--- config.mk ---
export PLATFORM = sky130hd
export DESIGN_NAME = aes_ctr_stream_engine_flat
export DESIGN_NICKNAME = d
export VERILOG_FILES = /design/src/rtl/aes_ctr_stream_if.sv /design/src/rtl/aes_ctr_stream_engine.sv /design/src/flat_wrapper.sv
export SDC_FILE = /design/constraint.sdc
export NUM_CORES = 1
export LEC_CHECK = 0
export ABC_CLOCK_PERIOD_IN_PS = 8900
export CORE_UTILIZATION = 35
export DETAILED_ROUTE_END_ITERATION = 10
export GPL_TIMING_DRIVEN = 0
export PLACE_DENSITY = 0.65
export SLEW_MARGIN = 20
export SYNTH_ARGS = -nofsm -noshare
export SYNTH_HDL_FRONTEND = slang
export SYNTH_SLANG_ARGS = --single-unit
export TNS_END_PERCENT = 20
--- constraint.sdc ---
create_clock -name clock -period 8.9 [get_ports clock]
set_input_delay 1.335 -clock clock [delete_from_list [all_inputs] [get_ports clock]]
set_output_delay 1.335 -clock clock [all_outputs]
set_load 0.02 [all_outputs]
--- src/rtl/aes_ctr_stream_if.sv ---
// aes_ctr_stream_if: word-stream handshakes plus the keystream request/response link to the AES core
interface aes_ctr_stream_if #(
  parameter int WSIZE = 32,
  parameter int BSIZE = 128
);
  logic [WSIZE-1:0] in_word;
  logic in_valid;
  logic in_last;
  logic in_ready;
  logic [WSIZE-1:0] out_word;
  logic out_valid;
  logic out_last;
  logic out_ready;
  logic [BSIZE-1:0] ks_ctr;
  logic ks_req;
  logic ks_ack;
  logic [BSIZE-1:0] ks_data;
  logic ks_valid;
  modport master (
    input in_word, in_valid, in_last, out_ready, ks_ack, ks_data, ks_valid,
    output in_ready, out_word, out_valid, out_last, ks_ctr, ks_req
  );
  modport slave (
    output in_word, in_valid, in_last, out_ready, ks_ack, ks_data, ks_valid,
    input in_ready, out_word, out_valid, out_last, ks_ctr, ks_req
  );
endinterface

--- src/rtl/aes_ctr_stream_engine.sv ---
// aes_ctr_stream_engine: AES counter-mode word stream engine, one block in flight, keystream from an external core
module aes_ctr_stream_engine #(
  parameter int WSIZE = 32,
  parameter int BSIZE = 128,
  parameter int CTRW = 32
) (
  input  logic clock,
  input  logic reset,
  input  logic [BSIZE-1:0] nonce_in,
  input  logic set_nonce,
  input  logic enable,
  aes_ctr_stream_if.master bus,
  output logic [31:0] block_count,
  output logic busy
);
  localparam int WPB = BSIZE / WSIZE;
  localparam int IW = $clog2(WPB + 1);
  localparam logic [BSIZE-1:0] CMASK = {BSIZE{1'b1}} >> (BSIZE - CTRW);
  typedef enum logic [2:0] {IDLE, FILL, REQ, WAIT, DRAIN} state_t;
  state_t state, state_nx;
  logic [BSIZE-1:0] ctr, dbuf;
  logic [IW-1:0] idx, nwords;
  logic last_blk, in_fire, in_end, out_fire, out_end;
  assign in_fire = state == FILL && bus.in_valid;
  assign in_end = in_fire && (idx == IW'(WPB - 1) || bus.in_last);
  assign out_fire = state == DRAIN && bus.out_ready;
  assign out_end = idx == nwords - IW'(1);
  always_ff @(posedge clock or posedge reset)
    if (reset) state <= IDLE;
    else state <= state_nx;
  always_comb begin
    state_nx = state;
    case (state)
      IDLE: state_nx = enable && !set_nonce ? FILL : IDLE;
      FILL: state_nx = in_end ? REQ : FILL;
      REQ: state_nx = bus.ks_ack ? WAIT : REQ;
      WAIT: state_nx = bus.ks_valid ? DRAIN : WAIT;
      DRAIN: state_nx = out_fire && out_end ? (last_blk || !enable ? IDLE : FILL) : DRAIN;
      default: state_nx = IDLE;
    endcase
  end
  always_comb begin
    bus.in_ready = state == FILL;
    bus.ks_req = state == REQ;
    bus.ks_ctr = ctr;
    bus.out_valid = state == DRAIN;
    bus.out_word = state == DRAIN ? dbuf[BSIZE-1 -: WSIZE] : '0;
    bus.out_last = state == DRAIN && last_blk && out_end;
    busy = state != IDLE;
  end
  // First word of a block clears the buffer so unfilled words of a partial block read as zero.
  always_ff @(posedge clock or posedge reset)
    if (reset) begin
      ctr <= '0;
      dbuf <= '0;
      idx <= '0;
      nwords <= '0;
      last_blk <= 1'b0;
      block_count <= '0;
    end else begin
      if (state == IDLE && set_nonce) ctr <= nonce_in;
      if (state == REQ && bus.ks_ack) ctr <= (ctr & ~CMASK) | ((ctr + BSIZE'(1)) & CMASK);
      if (in_fire) begin
        dbuf <= (idx == '0 ? '0 : dbuf) | (BSIZE'(bus.in_word) << (BSIZE - WSIZE - int'(idx) * WSIZE));
        idx <= idx + IW'(1);
      end
      if (in_end) begin
        nwords <= idx + IW'(1);
        last_blk <= bus.in_last;
      end
      if (state == WAIT && bus.ks_valid) begin
        dbuf <= dbuf ^ bus.ks_data;
        idx <= '0;
      end
      if (out_fire) begin
        dbuf <= dbuf << WSIZE;
        idx <= out_end ? '0 : idx + IW'(1);
      end
      if (out_fire && out_end) block_count <= block_count + 32'd1;
    end
endmodule

--- src/flat_wrapper.sv ---
// flat-port wrapper written by rule: the top's interface ports become plain ports
module aes_ctr_stream_engine_flat 
#(
  parameter int WSIZE = 32,
  parameter int BSIZE = 128,
  parameter int CTRW = 32
)
  (clock, reset, nonce_in, set_nonce, enable, block_count, busy, bus_in_word, bus_in_valid, bus_in_last, bus_out_ready, bus_ks_ack, bus_ks_data, bus_ks_valid, bus_in_ready, bus_out_word, bus_out_valid, bus_out_last, bus_ks_ctr, bus_ks_req);
  aes_ctr_stream_if #(.WSIZE(WSIZE), .BSIZE(BSIZE)) bus_i ();
  input  logic clock;
  input  logic reset;
  input  logic [BSIZE-1:0] nonce_in;
  input  logic set_nonce;
  input  logic enable;
  output logic [31:0] block_count;
  output logic busy;
  input wire logic [$bits(bus_i.in_word)-1:0] bus_in_word;
  input wire logic [$bits(bus_i.in_valid)-1:0] bus_in_valid;
  input wire logic [$bits(bus_i.in_last)-1:0] bus_in_last;
  input wire logic [$bits(bus_i.out_ready)-1:0] bus_out_ready;
  input wire logic [$bits(bus_i.ks_ack)-1:0] bus_ks_ack;
  input wire logic [$bits(bus_i.ks_data)-1:0] bus_ks_data;
  input wire logic [$bits(bus_i.ks_valid)-1:0] bus_ks_valid;
  output wire logic [$bits(bus_i.in_ready)-1:0] bus_in_ready;
  output wire logic [$bits(bus_i.out_word)-1:0] bus_out_word;
  output wire logic [$bits(bus_i.out_valid)-1:0] bus_out_valid;
  output wire logic [$bits(bus_i.out_last)-1:0] bus_out_last;
  output wire logic [$bits(bus_i.ks_ctr)-1:0] bus_ks_ctr;
  output wire logic [$bits(bus_i.ks_req)-1:0] bus_ks_req;
  assign bus_i.in_word = bus_in_word;
  assign bus_i.in_valid = bus_in_valid;
  assign bus_i.in_last = bus_in_last;
  assign bus_i.out_ready = bus_out_ready;
  assign bus_i.ks_ack = bus_ks_ack;
  assign bus_i.ks_data = bus_ks_data;
  assign bus_i.ks_valid = bus_ks_valid;
  assign bus_in_ready = bus_i.in_ready;
  assign bus_out_word = bus_i.out_word;
  assign bus_out_valid = bus_i.out_valid;
  assign bus_out_last = bus_i.out_last;
  assign bus_ks_ctr = bus_i.ks_ctr;
  assign bus_ks_req = bus_i.ks_req;
  aes_ctr_stream_engine #(.WSIZE(WSIZE), .BSIZE(BSIZE), .CTRW(CTRW)) u_core (.clock(clock), .reset(reset), .nonce_in(nonce_in), .set_nonce(set_nonce), .enable(enable), .bus(bus_i), .block_count(block_count), .busy(busy));
endmodule
==> out/metrics.json <==
{
  "status": "completed",
  "internal_power_uw": 4306,
  "syn_avg_cell_area_um2": 8.693,
  "yosys.area_share.simple_pct": 21.30,
  "via_count": 17283,
  "die-width_um": 216.8,
  "post_layout_instance_area_um2": 23420,
  "critical_path.slowest_cell": "sky130_fd_sc_hd__nor3b_2",
  "postPlaceCellArea_um2": 22130,
  "grt.overflow.total": 0,
  "hold-path-cell-count": 2,
  "yosys.area.top_type_share_pct": 46.17,
  "worst-endpoint-required_ps": 7570,
  "port_buffers": 493,
  "timing.fmax_mhz": 200.8,
  "postSynthCellCount": 1858,
  "post-synth-top-area-cell": "sky130_fd_sc_hd__dfrtp_1",
  "clkSlewWorstSetupHoldPaths_ps": 60,
  "synth_compound_gate_area_share_pct": 22.60,
  "hold-path-endpoint": "u_core.bus.ks_ctr[102]$_DFFE_PP0P_",
  "worst-setup-path-type": "register to output pin",
  "grt_start_max_net_pins": 34,
  "fraction_of_layout_cells_with_a_size_suffix_above_1_pct": 4.654,
  "clock-root-buffer": "sky130_fd_sc_hd__clkbuf_16",
  "post_synth_main_area_contributors": "sky130_fd_sc_hd__dfrtp_1, sky130_fd_sc_hd__nand2_1, sky130_fd_sc_hd__a221oi_1, sky130_fd_sc_hd__xor2_1, sky130_fd_sc_hd__o21ai_0",
  "syn_area_um2": 16150,
  "grt_first_pass_wirelength_um": 101200,
  "async_sr_flop_fraction_pct": 100.0,
  "multiplexer_share_of_the_synthesized_area_pct": 0.1317,
  "combPwrFrac_pct": 47.3,
  "clkSinkCount": 298,
  "rows": 78,
  "yosys.area_share.xor_xnor_pct": 5.678,
  "floorplan.core_area_um2": 45480,
  "num_io_pins": 494,
  "detail_route.vias_per_cell": 5.695,
  "p_sw_share_pct": 42.80,
  "cts_tree": "done",
  "synth-main-ff-cell": "sky130_fd_sc_hd__dfrtp_1",
  "grt_antenna_before_repair": 5,
  "power.clock.fraction_pct": 21.1,
  "net-switching-power_uw": 3222,
  "max-slew-margin-rel_pct": 43.15,
  "path_common_cell": "sky130_fd_sc_hd__clkbuf_1",
  "critical-path-max-stage-delay_ps": 760,
  "timing.hold.worst.class": "register to register",
  "clk_latency_ps": 550,
  "postSynthRegisterBits": 298,
  "crit_chain": "clkbuf_1 > nor3b_2 > clkbuf_1 > nand4_1 > nor2_1 > clkdlybuf4s50_1",
  "final.min_clock_period_ps": 4981,
  "timing.setup.tns_ps": 0,
  "critical_path.reg2reg.startpoint": "u_core.idx[0]$_DFFE_PP0P_",
  "finClkSkew_ps": 15.90,
  "floorplan.initialDensity_pct": 35.52,
  "finalWorstSetupSlack_ps": 3919,
  "endpoint_kind": "output pin",
  "vdd_drop_max_mv": 0.1667,
  "dp.final_hpwl_um": 50480,
  "htree_num_levels": 2,
  "static_leakage_uw": 0.01005,
  "power_density_nw_per_um2": 321.4,
  "mostFrequentLayoutCell": "sky130_fd_sc_hd__nand2_1",
  "post_cts.repair.setup_buffers": 0,
  "timing.reg2reg.setup_slack_ps": 6050,
  "num-nets-final": 2705,
  "die_area_um2": 47010,
  "route.met2.wl_um": 32220,
  "finalHoldViolCount": 0,
  "pre_cts_ws_ps": 4541,
  "cts_hold_repair.buffers": 0,
  "most_frequent_cells_in_the_layout": "sky130_fd_sc_hd__nand2_1, sky130_fd_sc_hd__clkdlybuf4s50_1, sky130_fd_sc_hd__dfrtp_1, sky130_fd_sc_hd__o21ai_0, sky130_fd_sc_hd__clkbuf_1",
  "synth_edf_count": 0,
  "synth_top_family_by_area": "compound AO/OA/AOI/OAI gates",
  "track_usage_pct": 27.87,
  "fin_crit_sh_pct": 55.97,
  "hold_start": "u_core.bus.ks_ctr[102]$_DFFE_PP0P_",
  "synth_area_in_adders_pct": 0.4648,
  "worst-path-max-fanout": 10,
  "stdcell_count": 3035,
  "grt_setup_unrepaired": "no",
  "yosys_warnings": 0,
  "post-route-util_pct": 51.50,
  "gpl_wtd_cong": 0.9211,
  "ant_nets": 0,
  "dr.pass1.iters": 8,
  "clockBufferDepth": 3,
  "detailedRoute.firstIterationViolations": 1861,
  "drt_drc_violations_left": 0,
  "dr_wl_met3_um": 6056,
  "p_seq_share_pct": 31.6,
  "via_count_of_the_first_global_routing_pass": 16682,
  "route.top_layer_used": "met4",
  "syn_to_final_growth_pct": 45.00,
  "cts_buffers": 37,
  "synth.yosys.seq_area_share_pct": 46.17,
  "place_inst": 2963,
  "drt_wl_total_um": 66980,
  "endpoint_of_the_worst_register_to_register_path": "u_core.dbuf[38]$_DFFE_PP0P_",
  "avgRoutedWirePerCell_um": 22.07,
  "worstPathArrival_ps": 3650,
  "postCtsResizedCells": 0,
  "setup_viol_count_final": 0,
  "drv_slew": 0,
  "fp.dieH_um": 216.8,
  "detail_route.wirelength.met1_um": 26700,
  "max_cap_violations": 0,
  "netlist-cell-type-count": 58,
  "synth.net_count": 2161,
  "transition_time_of_the_tightest_slew_check_pin_ps": 844.9,
  "critical_path.startpoint_type": "register",
  "worst_r2r_path_depth": 10
}
## cells in the mapped netlist (all sizes together) (19+ instances only)
cell	instances
o31ai	70
a21oi	65
nor2	64
o22ai	79
o21ai	115
a21o	20
clkbuf	96
and2	35
nand2b	19
a22o	42
nand4	20
nor2b	23
nand2	496
nand3	48
a221oi	88
buf	40
xor2	79
o211ai	31
dfrtp	298
xnor2	23
## sequential cells by signal, indices dropped and copies added (netlist names)
| register | flops |
|---|---|
| u_core.nwords | 3 |
| u_core.bus.ks_ctr | 128 |
| u_core.dbuf | 128 |
| u_core.last_blk | 1 |
| u_core.state | 3 |
| u_core.idx | 3 |
| u_core.block_count | 32 |
## worst max path at each step
| stage | start | end | slack (ps) | cells after the start |
|---|---|---|---|---|
| after floorplan | reset | u_core.block_count[0]$_DFFE_PP0P_ | 3610 | 1 |
| after global placement | reset | u_core.block_count[30]$_DFFE_PP0P_ | 1110 | 2 |
| after detailed placement | u_core.state[2]$_DFF_PP0_ | bus_out_last | 4540 | 6 |
| after CTS | u_core.state[2]$_DFF_PP0_ | bus_out_last | 3950 | 6 |
| after global routing | u_core.state[2]$_DFF_PP0_ | bus_out_last | 3740 | 6 |
| final | u_core.state[2]$_DFF_PP0_ | bus_out_last | 3920 | 6 |
## critical path: cells and delay by family, from the launching register on
kind / cells / cell delay (ps)
flip-flops: 1 / 440
AND/OR/NAND/NOR: 3 / 1020
buffers and inverters: 3 / 1620
## power groups by stage
stage               logic, µW  clock network (µW)  registers [µW]
floorplan                1710                   0            2600
global placement         3420                   0            2350
detailed placement       3520                   0            2380
CTS                      3530                1620            2360
global route             3830                1670            2450
finish                   3560                1580            2380
## cells by family after synthesis
| family | count (synthesis) |
|---|---|
| XOR/XNOR | 103 |
| AND/OR/NAND/NOR | 765 |
| adder cells (fa/ha/maj) | 6 |
| multiplexers | 2 |
| buffers and inverters | 148 |
| AO/OA/AOI/OAI | 536 |
| flip-flops | 298 |
## per-stage QoR
| stage | total power [µW] | hold slack [ps] |
|---|---|---|
| after floorplan | 4312 | 451.6 |
| after global placement | 5771 | 458.6 |
| after detailed placement | 5900 | 460.8 |
| after CTS | 7513 | 475.0 |
| after global routing | 7957 | 489.7 |
| final | 7528 | 472.5 |
## metal layers
| metal | up-vias | track usage (%) |
|---|---|---|
| met5 | - | 0 |
| met4 | 0 | 9.718 |
| met3 | 120 | 5.115 |
| met2 | 974 | 46.03 |
| met1 | 8419 | 36.54 |
| li1 | 7770 | - |
## cell type report
type                            count  area, µm²
Antenna cell                        7      17.52
Clock buffer                       53       1087
Inverter                           12      48.80
Buffer                            136      546.8
Multi-Input combinational cell   1412       8127
Timing Repair Buffer              505       5205
Clock inverter                     12      180.2
Tap cell                          600      750.7
Sequential cell                   298       7457
Fill cell                        4327      22060
Power figures use the tool's default switching activity.
